==> src/rtl/ff_arb_pkg.sv <==
// Shared types and the round-robin search helper for the shared-register arbiter.
// rr_pick works on a fixed 32-bit request vector so every instance can reuse it.
package ff_arb_pkg;

    typedef enum logic {
        IDLE = 1'b0,
        OWN  = 1'b1
    } state_t;

    localparam int MAX_REQ = 32;
    localparam int PICK_W  = 5;

    typedef struct packed {
        logic              found;
        logic [PICK_W-1:0] idx;
    } pick_t;

    // First set bit of req[n-1:0], scanning ptr, ptr+1, ... and wrapping at n.
    function automatic pick_t rr_pick(
        input logic [MAX_REQ-1:0] req,
        input logic [PICK_W-1:0]  ptr,
        input int                 n
    );
        pick_t res;
        int    j;
        res = '0;
        for (int k = 0; k < MAX_REQ; k++) begin
            if (k < n) begin
                j = int'(ptr) + k;
                if (j >= n) j = j - n;
                if (!res.found && req[j]) begin
                    res.found = 1'b1;
                    res.idx   = PICK_W'(j);
                end
            end
        end
        return res;
    endfunction

endpackage

==> src/rtl/ff_rr_picker.sv <==
// Combinational round-robin priority picker: lowest index at or after base
// (wrapping) whose request bit is set.
module ff_rr_picker
    import ff_arb_pkg::*;
#(
    parameter int N_REQ = 4
) (
    input  logic [N_REQ-1:0]         req,
    input  logic [$clog2(N_REQ)-1:0] base,
    output logic                     found,
    output logic [$clog2(N_REQ)-1:0] idx
);

    localparam int IDX_W = $clog2(N_REQ);

    logic [MAX_REQ-1:0] req_ext;
    pick_t              pick;

    always_comb begin
        req_ext              = '0;
        req_ext[N_REQ-1:0]   = req;
        pick                 = rr_pick(req_ext, PICK_W'(base), N_REQ);
        // The range guard is always true for a legal pick; it keeps the full
        // index in use so narrowing it below never drops a meaningful bit.
        found                = pick.found && (pick.idx < PICK_W'(N_REQ));
        idx                  = pick.idx[IDX_W-1:0];
    end

endmodule

==> src/rtl/ff_share_arbiter.sv <==
// Round-robin sequencer sharing one DATA_W-bit register among N_REQ requesters,
// with a per-grant hold limit so no requester can starve the others.
module ff_share_arbiter
    import ff_arb_pkg::*;
#(
    parameter int N_REQ    = 4,
    parameter int DATA_W   = 8,
    parameter int MAX_HOLD = 4
) (
    input  logic                     clk,
    input  logic                     rst,
    input  logic [N_REQ-1:0]         req,
    input  logic [N_REQ*DATA_W-1:0]  d,
    output logic [N_REQ-1:0]         gnt,
    output logic [$clog2(N_REQ)-1:0] owner,
    output logic                     busy,
    output logic [DATA_W-1:0]        q,
    output logic                     q_valid
);

    localparam int IDX_W  = $clog2(N_REQ);
    localparam int HOLD_W = $clog2(MAX_HOLD + 1);

    state_t            state, state_nxt;
    logic [IDX_W-1:0]  ptr, ptr_nxt;
    logic [IDX_W-1:0]  owner_nxt, owner_inc, pick_base, pick_idx;
    logic [HOLD_W-1:0] hold_cnt, hold_nxt, hold_inc;
    logic [N_REQ-1:0]  gnt_nxt;
    logic              pick_found, capture, release_now;
    logic [DATA_W-1:0] d_sel;

    assign owner_inc = (owner == IDX_W'(N_REQ - 1)) ? '0 : owner + 1'b1;
    // On release the search restarts just past the owner; from IDLE it uses ptr.
    assign pick_base = (state == OWN) ? owner_inc : ptr;

    ff_rr_picker #(
        .N_REQ (N_REQ)
    ) u_picker (
        .req   (req),
        .base  (pick_base),
        .found (pick_found),
        .idx   (pick_idx)
    );

    assign capture     = (state == OWN) && req[owner];
    assign hold_inc    = hold_cnt + 1'b1;
    assign release_now = (state == OWN) && (!req[owner] || hold_inc == HOLD_W'(MAX_HOLD));
    assign d_sel       = d[int'(owner)*DATA_W +: DATA_W];
    assign busy        = |gnt;

    // NOTE: every output of this block gets a default first, so no path leaves
    // a variable unassigned and no latch is inferred.
    always_comb begin
        state_nxt = state;
        ptr_nxt   = ptr;
        owner_nxt = owner;
        hold_nxt  = hold_cnt;
        gnt_nxt   = gnt;
        unique case (state)
            IDLE: begin
                if (pick_found) begin
                    state_nxt         = OWN;
                    owner_nxt         = pick_idx;
                    hold_nxt          = '0;
                    gnt_nxt           = '0;
                    gnt_nxt[pick_idx] = 1'b1;
                end
            end
            OWN: begin
                if (capture) hold_nxt = hold_inc;
                if (release_now) begin
                    ptr_nxt  = owner_inc;
                    hold_nxt = '0;
                    gnt_nxt  = '0;
                    if (pick_found) begin
                        owner_nxt         = pick_idx;
                        gnt_nxt[pick_idx] = 1'b1;
                    end else begin
                        state_nxt = IDLE;
                    end
                end
            end
            default: state_nxt = IDLE;
        endcase
    end

    // NOTE: sequential state uses non-blocking assignments so every register
    // samples pre-edge values regardless of statement order.
    always_ff @(posedge clk) begin
        if (rst) begin
            state    <= IDLE;
            ptr      <= '0;
            owner    <= '0;
            hold_cnt <= '0;
            gnt      <= '0;
            q        <= '0;
            q_valid  <= 1'b0;
        end else begin
            state    <= state_nxt;
            ptr      <= ptr_nxt;
            owner    <= owner_nxt;
            hold_cnt <= hold_nxt;
            gnt      <= gnt_nxt;
            q_valid  <= capture;
            if (capture) q <= d_sel;
        end
    end

endmodule

==> config.mk <==
export PLATFORM = sky130hd
export DESIGN_NAME = ff_share_arbiter
export DESIGN_NICKNAME = d
export VERILOG_FILES = /design/src/rtl/ff_arb_pkg.sv /design/src/rtl/ff_rr_picker.sv /design/src/rtl/ff_share_arbiter.sv
export SDC_FILE = /design/constraint.sdc
export NUM_CORES = 1
export LEC_CHECK = 0
export ABC_AREA = 1
export CAP_MARGIN = 20
export CORE_ASPECT_RATIO = 0.9
export CORE_MARGIN = 8
export CORE_UTILIZATION = 44
export CTS_BUF_LIST = sky130_fd_sc_hd__clkbuf_16
export DETAILED_ROUTE_END_ITERATION = 6
export PLACE_DENSITY_LB_ADDON = 0.25
export SYNTH_ARGS = -nofsm -noshare
export SYNTH_HDL_FRONTEND = slang
export SYNTH_SLANG_ARGS = --single-unit
==> constraint.sdc <==
create_clock -name clk -period 2.6 [get_ports clk]
set_clock_uncertainty 0.1 [all_clocks]
set_input_delay 0.78 -clock clk [delete_from_list [all_inputs] [get_ports clk]]
set_output_delay 0.78 -clock clk [all_outputs]
set_load 0.05 [all_outputs]
==> flow_summary_export.csv <==
group,metric,value,unit
synthesis,async_flop_share,0,%
routing,wl_met3,218,um
floorplanning,chipWidth,77.1,um
worst_setup_path,cp_top_family,"buffers and inverters",
cts,cts_num_sinks,21,
placed_design,dpl_cell_area,2090,um^2
timing,post-route-period-util,93.6,%
floorplanning,ios,54,
cts,root_buffer,"clkbuf_16",
placed_design,dp_hpwl,3.43,mm
placed_design,pre_cts_ws,-5.52,ps
worst_setup_path,worstSetupPathDepth,2,
worst_setup_path,crit_chain,"buf_4 -> clkdlybuf4s50_1",
timing,drv_slew,0,
timing,slew_headroom,65.0,%
synthesis,synth_edf_count,0,
cts,h-tree-depth,1,
finish,multiInputGateArea,968,um^2
routing,routed_via_density,5.02,
routing,highest_layer,"met4",
worst_setup_path,end_kind,"output pin",
routing,drc,0,
cts,post-cts-setup-buffers,0,
finish,layout.nets,341,
cts,clk_pin_slew,50,ps
placed_design,port_buffers,53,
worst_hold_path,min_to,"gnt[1]$_SDFFE_PP0P_",
timing,period_needed,2430,ps
routing,m1WireLength,2.18,mm
synthesis,synth.area.top_cells,"dfxtp_1, nand2_1, nor2_1",
floorplanning,die_height,71.0,um
power,totalPowerFinal,0.00265,W
synthesis,syn_nets,282,
floorplanning,die_area,5470,um^2
timing,worstMarginPinSlew,524,ps
global_route,grt_max_degree,21,
worst_hold_path,whs_path_depth,2,
routing,drt_iter0_drc,187,
timing,rsz0062_at_grt,"no",
worst_setup_path,slowest_delay,820,ps
synthesis,avgSynthCellArea,6.23,um^2
finish,antennaDiodeCount,0,
synthesis,netlist_area,1480,um^2
worst_setup_path,crit_arrival,1550,ps
finish,drive_above_1_share,11.2,%
timing,whs,377,ps
cts,cts_tree,"yes",
finish,design_area,2180,um^2
synthesis,yosys_most_used_dff,"dfxtp_1",
finish,areaGrowthSynthToFinish,47.9,%
routing,vias,1702,
cts,max-clock-path-buffers,2,
routing,wirelength,4.43,mm
synthesis,yosysTopAreaCell,"dfxtp_1",
floorplanning,core-area,3300,um^2
synthesis,synth_cell_types,26,
worst_hold_path,hp-class,"register to register",
global_route,grt_pass1_wl,7.67,mm
synthesis,ys_seq_area_share,28.5,%
flow_run,drv_cap,0,
placed_design,gp_congestion,0.919,
power,cellPowerDensity,1210,nW/um^2
finish,fill_cells,297,
timing,setup_viol,0,
power,leakage,0.989,nW
floorplanning,fp-row-count,20,
worst_setup_path,worstSetupPathType,"register to output pin",
worst_setup_path,worstPathRequired,1720,ps
timing,fin_tns_setup,0,ps
power,vdd_ir_drop_max,520,uV
outcome,outcome,"completed",
worst_setup_path,r2r_end,"gnt[2]$_SDFFE_PP0P_",
worst_setup_path,cp-start-kind,"register",
worst_setup_path,slowest_stage,"clkdlybuf4s50_1",
routing,routedWlPerCell,13.1,um
routing,dr.pass1.iters,4,
synthesis,yosysTopAreaCellShare,28.5,%
worst_setup_path,crit_path_max_fanout,11,
timing,finalHoldViolations,0,
cts,cts_buffers,3,
floorplanning,start_util,44.7,%
synthesis,synthCells,237,
timing,clock.fmax,411,MHz
global_route,track_usage,16.5,%
worst_setup_path,r2r_cells,14,
finish,seq_area,424,um^2
synthesis,yosysWarnings,0,
worst_hold_path,min_from,"gnt[1]$_SDFFE_PP0P_",
cts,clk_latency,250,ps
routing,route.met2.wl,1.98,mm
global_route,grt_pass1_vias,1589,
worst_setup_path,worst-path-buf-inv,2,
routing,ant_nets,0,
worst_setup_path,r2r_slack,290,ps
synthesis,synth_commonest_cells,"nand2_1, nor2_1, o21ai_0, nand3_1, dfxtp_1",
timing,worst_slack,167,ps
worst_setup_path,r2r-start,"state$_SDFF_PP0_",
synthesis,yosys.cell_count.top_type,"nand2_1",
synthesis,synth_seq_cells,21,
global_route,antenna_found_initial,0,
global_route,grt_overflow,0,
-- placed cells by master, fill, tap and decap left out, drive strengths merged --
master / count
nand4: 3
dfxtp: 21
nand3: 27
clkinv: 1
inv: 21
a21oi: 13
a211oi: 1
nor2: 41
buf: 9
or4: 1
ha: 7
xnor2: 1
clkdlybuf4s50: 51
o22ai: 8
nand2: 57
clkbuf: 3
o21ai: 30
-- layout make-up --
class | count | share of cell area (%)
multi-input combinational | 189 | 44.4
sequential | 21 | 19.4
timing repair buffer | 60 | 26.5
inverter | 21 | 3.61
clock inverter | 1 | 0.172
tap | 44 | 2.52
clock buffer | 3 | 3.44
-- registers in the layout, summed over array words and instances (netlist names) --
name	count
gnt	4
hold_cnt	3
owner	2
ptr	2
q	8
q_valid	1
state	1
-- power by group --
part / leakage [nW] / switching [W] / internal [W]
clock: 0.0423 / 0.000108 / 0.000204
combinational: 0.773 / 0.00122 / 0.000624
sequential: 0.173 / 0.0000641 / 0.000425
-- worst max path at each step --
stage,startpoint,to,slack (ps)
finish,owner[1]$_SDFFE_PP0P_,owner[1],170
global route,req[2],owner[1]$_SDFFE_PP0P_,30
CTS,owner[1]$_SDFFE_PP0P_,owner[1],160
detailed placement,req[2],owner[1]$_SDFFE_PP0P_,-6
global placement,req[2],owner[1]$_SDFFE_PP0P_,60
floorplan,owner[0]$_SDFFE_PP0P_,owner[1]$_SDFFE_PP0P_,150
-- worst register-to-register path, stage by stage (launching register included) --
cell	delay [ps]
dfxtp_2	400
inv_2	120
nand2_4	130
nand2_4	50
inv_1	170
ha_4	260
inv_1	90
nand3_1	80
nand2_1	130
nand2_1	110
nor2_4	140
nand3_2	120
nand2_1	150
nand2_1	70
a21oi_1	140
-- per-layer routing --
| metal | vias up | track usage (%) |
|---|---|---|
| li1 | 906 | - |
| met1 | 743 | 23.2 |
| met2 | 46 | 25.5 |
| met3 | 7 | 2.66 |
| met4 | 0 | 3.56 |
| met5 | - | 0 |
-- per-stage QoR --
stage | util [%] | instances
final | 66.1 | 339
after global routing | 66.1 | 339
after CTS | 65.6 | 339
after detailed placement | 63.2 | 335
after global placement | 63.2 | 335
after floorplan | - | 237
-- what timing repair did --
item,CTS,global route
setup endpoints to repair,0,5
hold buffers,0,0
resized for setup,0,4
-- logic make-up (layout without fill, tap and decap cells) --
group,Yosys count,count (layout),synth area share (%)
AO/OA/AOI/OAI,52,52,18.7
XOR/XNOR,1,1,0.593
adder cells (fa/ha/maj),7,7,5.93
buffers and inverters,27,85,7.03
flip-flops,21,21,28.5
AND/OR/NAND/NOR,129,129,39.2
Note: power is estimated with default switching activity, not from simulation.
